## src/rtl/dmem_arbiter_if.sv

```systemverilog
// dmem_arbiter_if: one master port of the data-memory arbiter.
// The master drives request and beat fields; the arbiter returns grant and read data.
interface dmem_arbiter_if #(
    parameter int AW = 8,
    parameter int DW = 16
);
    logic          req;
    logic          we;
    logic [AW-1:0] addr;
    logic [DW-1:0] wdata;
    logic          gnt;
    logic          rvalid;
    logic [DW-1:0] rdata;

    modport master (output req, we, addr, wdata, input gnt, rvalid, rdata);
    modport slave  (input req, we, addr, wdata, output gnt, rvalid, rdata);
endinterface

```

## src/rtl/dmem_arbiter.sv

```systemverilog
// dmem_arbiter: shares the single-ported data RAM between the CPU (p0) and an auxiliary master (p1).
// Define DMEM_ARB_RR_EN for round-robin; otherwise port 0 has fixed priority.
module dmem_arbiter #(
    parameter int AW        = 8,
    parameter int DW        = 16,
    parameter int BURST_MAX = 4
) (
    input  logic          clk,
    input  logic          rst_n,
    dmem_arbiter_if.slave p0,
    dmem_arbiter_if.slave p1,
    output logic          mem_en,
    output logic          mem_wen_n,
    output logic [AW-1:0] mem_addr,
    output logic [DW-1:0] mem_wdata,
    input  logic [DW-1:0] mem_rdata
);
    typedef enum logic [1:0] {IDLE, OWN0, OWN1} state_t;

    localparam logic [7:0] LIMIT = 8'(BURST_MAX - 1);

    state_t     state, state_nx;
    logic [7:0] cnt, cnt_nx;
    logic       last, last_nx;
    logic       rvalid0, rvalid1;
    logic       beat0, beat1, at_limit, tie1, yield0, yield1;

    assign beat0    = (state == OWN0) && p0.req;
    assign beat1    = (state == OWN1) && p1.req;
    assign at_limit = cnt == LIMIT;

`ifdef DMEM_ARB_RR_EN
    assign tie1   = ~last;
    assign yield0 = 1'b1;
`else
    assign tie1   = 1'b0;
    assign yield0 = 1'b0;
`endif
    assign yield1 = 1'b1;

    always_ff @(posedge clk or negedge rst_n) begin
        if (!rst_n) begin
            state   <= IDLE;
            cnt     <= '0;
            last    <= 1'b1;
            rvalid0 <= 1'b0;
            rvalid1 <= 1'b0;
        end else begin
            state   <= state_nx;
            cnt     <= cnt_nx;
            last    <= last_nx;
            rvalid0 <= beat0 & ~p0.we;
            rvalid1 <= beat1 & ~p1.we;
        end
    end

    // Handover at the burst limit goes straight to the peer, so no bubble is inserted.
    always_comb begin
        state_nx = state;
        cnt_nx   = cnt;
        last_nx  = last;
        case (state)
            IDLE: state_nx = (p0.req && p1.req) ? (tie1 ? OWN1 : OWN0) :
                             p0.req ? OWN0 : p1.req ? OWN1 : IDLE;
            OWN0: begin
                last_nx = 1'b0;
                if (!p0.req) begin
                    state_nx = p1.req ? OWN1 : IDLE;
                    cnt_nx   = '0;
                end else if (at_limit) begin
                    cnt_nx   = '0;
                    state_nx = (p1.req && yield0) ? OWN1 : OWN0;
                end else begin
                    cnt_nx = cnt + 8'd1;
                end
            end
            OWN1: begin
                last_nx = 1'b1;
                if (!p1.req) begin
                    state_nx = p0.req ? OWN0 : IDLE;
                    cnt_nx   = '0;
                end else if (at_limit) begin
                    cnt_nx   = '0;
                    state_nx = (p0.req && yield1) ? OWN0 : OWN1;
                end else begin
                    cnt_nx = cnt + 8'd1;
                end
            end
            default: state_nx = IDLE;
        endcase
    end

    assign p0.gnt    = state == OWN0;
    assign p1.gnt    = state == OWN1;
    assign p0.rvalid = rvalid0;
    assign p1.rvalid = rvalid1;
    assign p0.rdata  = mem_rdata;
    assign p1.rdata  = mem_rdata;

    assign mem_en    = beat0 | beat1;
    assign mem_wen_n = beat0 ? ~p0.we : beat1 ? ~p1.we : 1'b1;
    assign mem_addr  = (state == OWN1) ? p1.addr : p0.addr;
    assign mem_wdata = (state == OWN1) ? p1.wdata : p0.wdata;
endmodule

```

## src/flat_wrapper.sv

```systemverilog
// flat-port wrapper written by rule: the top's interface ports become plain ports
module dmem_arbiter_flat 
#(
    parameter int AW        = 8,
    parameter int DW        = 16,
    parameter int BURST_MAX = 4
)
  (clk, rst_n, mem_en, mem_wen_n, mem_addr, mem_wdata, mem_rdata, p0_req, p0_we, p0_addr, p0_wdata, p0_gnt, p0_rvalid, p0_rdata, p1_req, p1_we, p1_addr, p1_wdata, p1_gnt, p1_rvalid, p1_rdata);
  dmem_arbiter_if #(.AW(AW), .DW(DW)) p0_i ();
  dmem_arbiter_if #(.AW(AW), .DW(DW)) p1_i ();
  input  logic clk;
  input  logic rst_n;
  output logic mem_en;
  output logic mem_wen_n;
  output logic [AW-1:0] mem_addr;
  output logic [DW-1:0] mem_wdata;
  input  logic [DW-1:0] mem_rdata;
  input wire logic [$bits(p0_i.req)-1:0] p0_req;
  input wire logic [$bits(p0_i.we)-1:0] p0_we;
  input wire logic [$bits(p0_i.addr)-1:0] p0_addr;
  input wire logic [$bits(p0_i.wdata)-1:0] p0_wdata;
  output wire logic [$bits(p0_i.gnt)-1:0] p0_gnt;
  output wire logic [$bits(p0_i.rvalid)-1:0] p0_rvalid;
  output wire logic [$bits(p0_i.rdata)-1:0] p0_rdata;
  input wire logic [$bits(p1_i.req)-1:0] p1_req;
  input wire logic [$bits(p1_i.we)-1:0] p1_we;
  input wire logic [$bits(p1_i.addr)-1:0] p1_addr;
  input wire logic [$bits(p1_i.wdata)-1:0] p1_wdata;
  output wire logic [$bits(p1_i.gnt)-1:0] p1_gnt;
  output wire logic [$bits(p1_i.rvalid)-1:0] p1_rvalid;
  output wire logic [$bits(p1_i.rdata)-1:0] p1_rdata;
  assign p0_i.req = p0_req;
  assign p0_i.we = p0_we;
  assign p0_i.addr = p0_addr;
  assign p0_i.wdata = p0_wdata;
  assign p0_gnt = p0_i.gnt;
  assign p0_rvalid = p0_i.rvalid;
  assign p0_rdata = p0_i.rdata;
  assign p1_i.req = p1_req;
  assign p1_i.we = p1_we;
  assign p1_i.addr = p1_addr;
  assign p1_i.wdata = p1_wdata;
  assign p1_gnt = p1_i.gnt;
  assign p1_rvalid = p1_i.rvalid;
  assign p1_rdata = p1_i.rdata;
  dmem_arbiter #(.AW(AW), .DW(DW), .BURST_MAX(BURST_MAX)) u_core (.clk(clk), .rst_n(rst_n), .p0(p0_i), .p1(p1_i), .mem_en(mem_en), .mem_wen_n(mem_wen_n), .mem_addr(mem_addr), .mem_wdata(mem_wdata), .mem_rdata(mem_rdata));
endmodule
```

## config.mk

```make
export PLATFORM = sky130hd
export DESIGN_NAME = dmem_arbiter_flat
export DESIGN_NICKNAME = d
export VERILOG_FILES = /design/src/rtl/dmem_arbiter_if.sv /design/src/rtl/dmem_arbiter.sv /design/src/flat_wrapper.sv
export SDC_FILE = /design/constraint.sdc
export NUM_CORES = 1
export LEC_CHECK = 0
export ABC_CLOCK_PERIOD_IN_PS = 5980
export CAP_MARGIN = 10
export CORE_MARGIN = 3
export CORE_UTILIZATION = 31
export DETAILED_ROUTE_END_ITERATION = 10
export HOLD_SLACK_MARGIN = 0.15
export PLACE_DENSITY = 0.86
export SETUP_SLACK_MARGIN = 0.3
export SYNTH_ARGS = -nofsm -noshare
export SYNTH_HDL_FRONTEND = slang
export SYNTH_SLANG_ARGS = --single-unit
```

## constraint.sdc

```tcl
create_clock -name clk -period 5.98 [get_ports clk]
set_clock_uncertainty 0.1 [all_clocks]
set_input_delay 1.196 -clock clk [delete_from_list [all_inputs] [get_ports clk]]
set_output_delay 1.196 -clock clk [all_outputs]
set_load 0.03 [all_outputs]
```

==> flow_metrics.py, run 1 <==
metrics = {
    "timing": {
        "min_period_over_period": 0.670,
        "min_period_ns": 4.01,
        "worst_slew_pin_slew_ns": 0.546,
        "hold_viol": 0,
        "rsz0062_at_grt": "false",
        "slew_viol_final": 0,
        "tns_ns": 0,
        "max_slew_margin": 0.635,
        "setup_viol": 0,
        "fmax_mhz": 249,
        "worst_slack_ns": 1.97,
        "holdWs_ns": 0.463,
    },
    "synth": {
        "ys_ff_latch": 12,
        "synth_nets": 207,
        "synth.avg_cell_area_um2": 9.46,
        "ys_seq_area_frac": 0.242,
        "syn_inst": 131,
        "ys_warn_count": 0,
        "synth.distinct_cells": 33,
        "synth_area_um2": 1240,
    },
    "route": {
        "vias": 1104,
        "drc": 0,
        "drt-initial-drc-count": 19,
        "dr.pass1.iters": 4,
        "routed_wl_um": 3460,
        "post_drt_wl_per_cell_um": 15.1,
        "avgViaCountPerCell": 4.80,
        "ant_nets": 0,
    },
    "clocking": {
        "cts_num_sinks": 12,
        "htreeDepth": 1,
        "cts_inserted_buffers": 3,
        "post_cts_buffers": 0,
        "clk_latency_ns": 0.24,
        "postCtsResizedCells": 0,
        "root_buffer": "clkbuf_8",
        "clock_path_buffers": 2,
        "path_clk_slew_ns": 0.05,
        "cts_hold_buf": 0,
        "cts_tree": "done",
    },
    "cells_and_area": {
        "nFillCells": 349,
        "antennaDiodeCount": 0,
        "layout.nets": 260,
        "area_growth_syn_to_layout_pct": 56.8,
        "final_cell_area_um2": 1940,
        "drive_gt1_frac": 0.0440,
        "final_cell_count_no_fill": 230,
    },
    "pwr": {
        "pwr-share-comb": 0.691,
        "swShare": 0.438,
        "ir_drop_uv": 134,
        "switching_power_mw": 0.259,
        "leakage_nw": 0.776,
        "power_density_nw_per_um2": 305,
        "p_seq_frac": 0.187,
        "clkPwrFrac": 0.122,
        "p_int_mw": 0.332,
    },
    "global_routing": {
        "grt_antenna_before_repair": 0,
        "grt_pass1_wl_um": 5690,
        "grt_pass1_vias": 1141,
        "grt_max_degree": 29,
        "grt_overflow": 0,
        "track_usage": 0.147,
    },
    "worst_setup_path": {
        "critical_path.startpoint": "p0_req",
        "cp_max_fo": 6,
        "crit_type": "input port to output port",
        "reg2reg_slack_ns": 3.68,
        "end_kind": "output port",
        "worstPathRequired_ns": 4.68,
        "start_kind": "input port",
        "arrival_ns": 2.71,
        "rr_startpoint": "u_core.state[0]$_DFFE_PN0P_",
    },
    "flow_run": {
        "drv_cap": 0,
    },
    "placed_design": {
        "portBuffers": 83,
        "dpl.cell_count": 226,
        "dp_hpwl_um": 2940,
        "post-place-ws_ns": 1.98,
        "gp_congestion": 0.816,
        "dpl_cell_area_um2": 1870,
    },
    "die": {
        "start_util": 0.331,
        "row_count": 22,
        "die-area_um2": 4790,
        "coreArea_um2": 3740,
        "top_level_ports": 132,
        "die_height_um": 69.2,
        "die_width_um": 69.2,
    },
    "hold_path": {
        "min-delay-start": "u_core.cnt[7]$_DFFE_PN0P_",
        "hold_path.class": "register to register",
    },
    "outcome": {
        "outcome": "finished clean",
    },
}
layout by cell type (no fill, tap or decap), types with 3 or more instances in the layout:
cell type,count
mux2_1,24
nand2_1,9
nand4_1,4
nor2_1,4
dfrtp_1,12
clkdlybuf4s50_1,83
inv_1,5
a21oi_1,4
ha_1,6
clkbuf_8,3
layer usage:
layer | wire length [um] | global-route usage | vias to the layer above
met1 | 1440 | 0.176 | 505
li1 | - | - | 533
met5 | 0 | 0 | -
met2 | 1730 | 0.249 | 61
met3 | 252 | 0.0420 | 5
met4 | 37 | 0.0499 | 0
layout make-up:
type / count / area, um2 / share of cell area
Timing Repair Buffer: 84 / 858 / 0.442
Inverter: 5 / 18.8 / 0.00966
Sequential cell: 12 / 300 / 0.155
Tap cell: 48 / 60.1 / 0.0309
Clock buffer: 3 / 41.3 / 0.0213
Multi-Input combinational cell: 78 / 663 / 0.341
per-stage QoR:
stage	power, mW	utilization
2_1_floorplan	0.397	-
3_3_place_gp	0.505	0.500
3_5_place_dp	0.510	0.500
4_1_cts	0.587	0.511
5_1_grt	0.630	0.519
6_report	0.591	0.519
cell usage after synthesis (all sizes together):
cell     count  share of area
a21oi        4          0.016
a2bb2oi      1         0.0071
a32oi        1         0.0071
and4         1         0.0071
buf         35           0.20
clkbuf       1         0.0030
dfrtp       12           0.24
ha           6          0.061
inv          5          0.015
mux2        26           0.24
mux2i        1         0.0081
nand2        9          0.027
nand3b       1         0.0061
nand4        4          0.020
nor2         4          0.012
nor2b        1         0.0051
nor3         1         0.0040
nor3b        1         0.0061
o2111ai      1         0.0071
o211ai       2          0.012
o21ai        4          0.016
o22ai        1          0.010
o31ai        1         0.0061
or3          2          0.010
or4          1         0.0061
or4b         3          0.027
xor2         2          0.014
critical path, cell delays in order:
cell             delay, ns
clkdlybuf4s50_1       0.56
a21oi_1               0.09
a32oi_1               0.16
clkdlybuf4s50_1       0.71
registers in the layout, summed over array words and instances, names as in the netlist:
register	flops
u_core.cnt	8
u_core.state	2
u_core.p0.rvalid	1
u_core.p1.rvalid	1
power by group through the flow:
| stage | Clock (mW) | Combinational, mW | Sequential [mW] |
|---|---|---|---|
| after global placement | 0 | 0.394 | 0.111 |
| final | 0.0723 | 0.409 | 0.110 |
| after CTS | 0.0774 | 0.399 | 0.110 |
| after global routing | 0.0808 | 0.437 | 0.112 |
| after floorplan | 0 | 0.286 | 0.112 |
| after detailed placement | 0 | 0.398 | 0.112 |
path summary, 6_finish.rpt:
kind | endpoint | cells after the start
max | mem_wen_n | 4
min reg2reg | u_core.cnt[7]$_DFFE_PN0P_ | 2
max reg2reg | u_core.cnt[5]$_DFFE_PN0P_ | 6
min | u_core.cnt[7]$_DFFE_PN0P_ | 2
max in group asynchronous | u_core.p0.rvalid$_DFF_PN0_ | 1
min in group asynchronous | u_core.state[0]$_DFFE_PN0P_ | 1
cell families after synthesis:
| kind of cell | Yosys count | synth area share |
|---|---|---|
| buf+inv | 41 | 0.222 |
| simple gates | 28 | 0.131 |
| mux | 27 | 0.247 |
| compound gates | 15 | 0.0818 |
| flops | 12 | 0.242 |
| fa+ha+maj | 6 | 0.0606 |
| xor+xnor | 2 | 0.0141 |
Power figures use the tool's default switching activity.
==> run 2: changes to the inputs <==
--- a/config.mk
+++ b/config.mk
@@ -5,13 +5,13 @@
 export SDC_FILE = /design/constraint.sdc
 export NUM_CORES = 1
 export LEC_CHECK = 0
-export ABC_CLOCK_PERIOD_IN_PS = 5980
+export ABC_CLOCK_PERIOD_IN_PS = 3600
 export CAP_MARGIN = 10
 export CORE_MARGIN = 3
-export CORE_UTILIZATION = 31
+export CORE_UTILIZATION = 26
 export DETAILED_ROUTE_END_ITERATION = 10
 export HOLD_SLACK_MARGIN = 0.15
-export PLACE_DENSITY = 0.86
+export PLACE_DENSITY = 0.77
 export SETUP_SLACK_MARGIN = 0.3
 export SYNTH_ARGS = -nofsm -noshare
 export SYNTH_HDL_FRONTEND = slang
==> constraint.sdc (replaced) <==
create_clock -name clk -period 3.6 [get_ports clk]
set_clock_uncertainty 0.1 [all_clocks]
set_input_delay 0.72 -clock clk [delete_from_list [all_inputs] [get_ports clk]]
set_output_delay 0.72 -clock clk [all_outputs]
set_load 0.03 [all_outputs]
==> run 2 against run 1 <==
Net effect:
- global-route usage shrank 1.8 points
- highest routed layer unchanged
- via count grew 2.1%
- flip-flop and latch count is the same
- cell area shrank 0.39%
- setup slack lost 1.5 ns
- largest cell class unchanged
- wire length grew 3.3%
==> flow_metrics.py, run 2 (synthesis gave the netlist of run 1 again) <==
metrics = {
    "worst_setup_path": {
        "end_kind": "output port",
        "start_kind": "register",
        "slowest_delay_ns": 0.62,
        "arrival_ns": 2.27,
        "worstPathRequired_ns": 2.78,
        "crit_type": "register to output port",
        "r2r_cells": 5,
        "critPathSlowestCell": "clkdlybuf4s50_1",
        "cp_max_fo": 12,
        "critPathBufInv": 3,
        "worstPathCellList": "inv_1 -> ha_1 -> buf_4 -> mux2_1 -> clkdlybuf4s50_1",
        "path_delay_family": "buffers and inverters",
        "path_depth": 5,
    },
    "global_routing": {
        "grtUsageMet1": 0.131,
        "grt_antenna_before_repair": 0,
        "grtUsageMet3": 0.0334,
        "grt_busiest_layer": "met2",
        "track_usage": 0.129,
        "grt_max_degree": 13,
        "grt_util_met2": 0.250,
        "grt_overflow": 0,
        "grt_pass1_vias": 1157,
        "grt_pass1_wl_um": 5460,
    },
    "route": {
        "vias": 1127,
        "routed_wl_um": 3580,
        "ant_nets": 0,
        "drt-initial-drc-count": 23,
        "avgViaCountPerCell": 4.80,
        "post_drt_wl_per_cell_um": 15.2,
        "dr.pass1.iters": 4,
        "drc": 0,
    },
    "die": {
        "die_width_um": 75.0,
        "die-area_um2": 5630,
        "die_height_um": 75.0,
        "row_count": 24,
        "start_util": 0.277,
        "top_level_ports": 132,
        "coreArea_um2": 4470,
    },
    "clocking": {
        "path_clk_slew_ns": 0.05,
        "clock_path_buffers": 2,
        "root_buffer": "clkbuf_8",
        "cts_num_sinks": 12,
        "postCtsResizedCells": 0,
        "cts_tree": "done",
        "htreeDepth": 1,
        "clk_latency_ns": 0.24,
        "cts_inserted_buffers": 3,
        "cts_hold_buf": 0,
        "post_cts_buffers": 0,
    },
    "timing": {
        "setup_viol": 0,
        "hold_viol": 0,
        "holdWs_ns": 0.464,
        "worst_slack_ns": 0.510,
        "fmax_mhz": 324,
        "min_period_over_period": 0.858,
        "slew_viol_final": 0,
        "tns_ns": 0,
        "min_period_ns": 3.09,
        "rsz0062_at_grt": "false",
        "max_slew_margin": 0.649,
        "worst_slew_pin_slew_ns": 0.525,
    },
    "hold_path": {
        "hold_path.class": "register to register",
        "hold_depth": 2,
    },
    "placed_design": {
        "portBuffers": 83,
        "post-place-ws_ns": 0.548,
        "dp_hpwl_um": 3050,
        "dpl.cell_count": 232,
        "dpl_cell_area_um2": 1890,
        "gp_congestion": 0.785,
    },
    "pwr": {
        "p_total_mw": 0.974,
        "power_density_nw_per_um2": 503,
        "leakage_nw": 0.775,
        "ir_drop_uv": 252,
    },
    "cells_and_area": {
        "layout.nets": 261,
        "final_cell_count_no_fill": 235,
        "layout_common_cells": "clkdlybuf4s50_1, mux2_1, dfrtp_1, nand2_1, ha_1",
        "antennaDiodeCount": 0,
        "top_regs": "u_core.cnt: 8 flops, u_core.state: 2 flops",
        "largest-register": "u_core.cnt",
        "final_util": 0.432,
        "layout_commonest_cell": "clkdlybuf4s50_1",
        "drive_gt1_frac": 0.0492,
        "final_cell_area_um2": 1930,
        "nFillCells": 431,
        "area_growth_syn_to_layout_pct": 56.2,
        "largest_reg_flops": 8,
    },
    "flow_run": {
        "drv_cap": 0,
    },
    "outcome": {
        "outcome": "finished clean",
    },
}
==> run 2: path summary, 6_finish.rpt <==
kind                                              from                         to  slack (ns)
max in group asynchronous                        rst_n  u_core.cnt[2]$_DFFE_PN0P_        2.32
min in group asynchronous                        rst_n  u_core.cnt[5]$_DFFE_PN0P_        0.73
setup / recovery           u_core.state[0]$_DFFE_PN0P_                mem_addr[7]        0.51
hold / removal               u_core.cnt[7]$_DFFE_PN0P_  u_core.cnt[7]$_DFFE_PN0P_        0.46
hold reg to reg              u_core.cnt[7]$_DFFE_PN0P_  u_core.cnt[7]$_DFFE_PN0P_        0.46
setup reg to reg           u_core.state[0]$_DFFE_PN0P_  u_core.cnt[5]$_DFFE_PN0P_        1.60
==> run 2: cell type report <==
| class | count | area [um2] | area share |
|---|---|---|---|
| timing repair buffer | 85 | 846 | 0.437 |
| multi-input combinational | 78 | 663 | 0.343 |
| sequential | 12 | 300 | 0.155 |
| tap | 52 | 65.1 | 0.0336 |
| clock buffer | 3 | 41.3 | 0.0213 |
| inverter | 5 | 18.8 | 0.00970 |
==> run 2: worst register-to-register path, stage by stage, from the launching register on <==
cell and delay, ns:
dfrtp_1 0.39, inv_1 0.08, ha_1 0.43, or4b_1 0.48
o22ai_2 0.25, o211ai_1 0.14
==> run 2: where the power goes <==
| group | leakage, nW | internal [mW] | switching, mW |
|---|---|---|---|
| clock network | 0.0216 | 0.0734 | 0.0453 |
| registers | 0.163 | 0.158 | 0.0263 |
| logic | 0.591 | 0.310 | 0.360 |
| total | 0.775 | 0.542 | 0.432 |
==> run 2: per-layer routing <==
layer | wire length [um] | share of wire
met4 | 43 | 0.012
met2 | 1840 | 0.51
met5 | 0 | 0
met1 | 1300 | 0.36
met3 | 394 | 0.11
==> run 3: changes to the inputs <==
--- a/config.mk
+++ b/config.mk
@@ -13,6 +13,7 @@
 export HOLD_SLACK_MARGIN = 0.15
 export PLACE_DENSITY = 0.77
 export SETUP_SLACK_MARGIN = 0.3
+export SLEW_MARGIN = 20
 export SYNTH_ARGS = -nofsm -noshare
 export SYNTH_HDL_FRONTEND = slang
 export SYNTH_SLANG_ARGS = --single-unit
==> results of run 3 <==
Same layout as run 2: the final DEF is identical, and so are final timing and power.
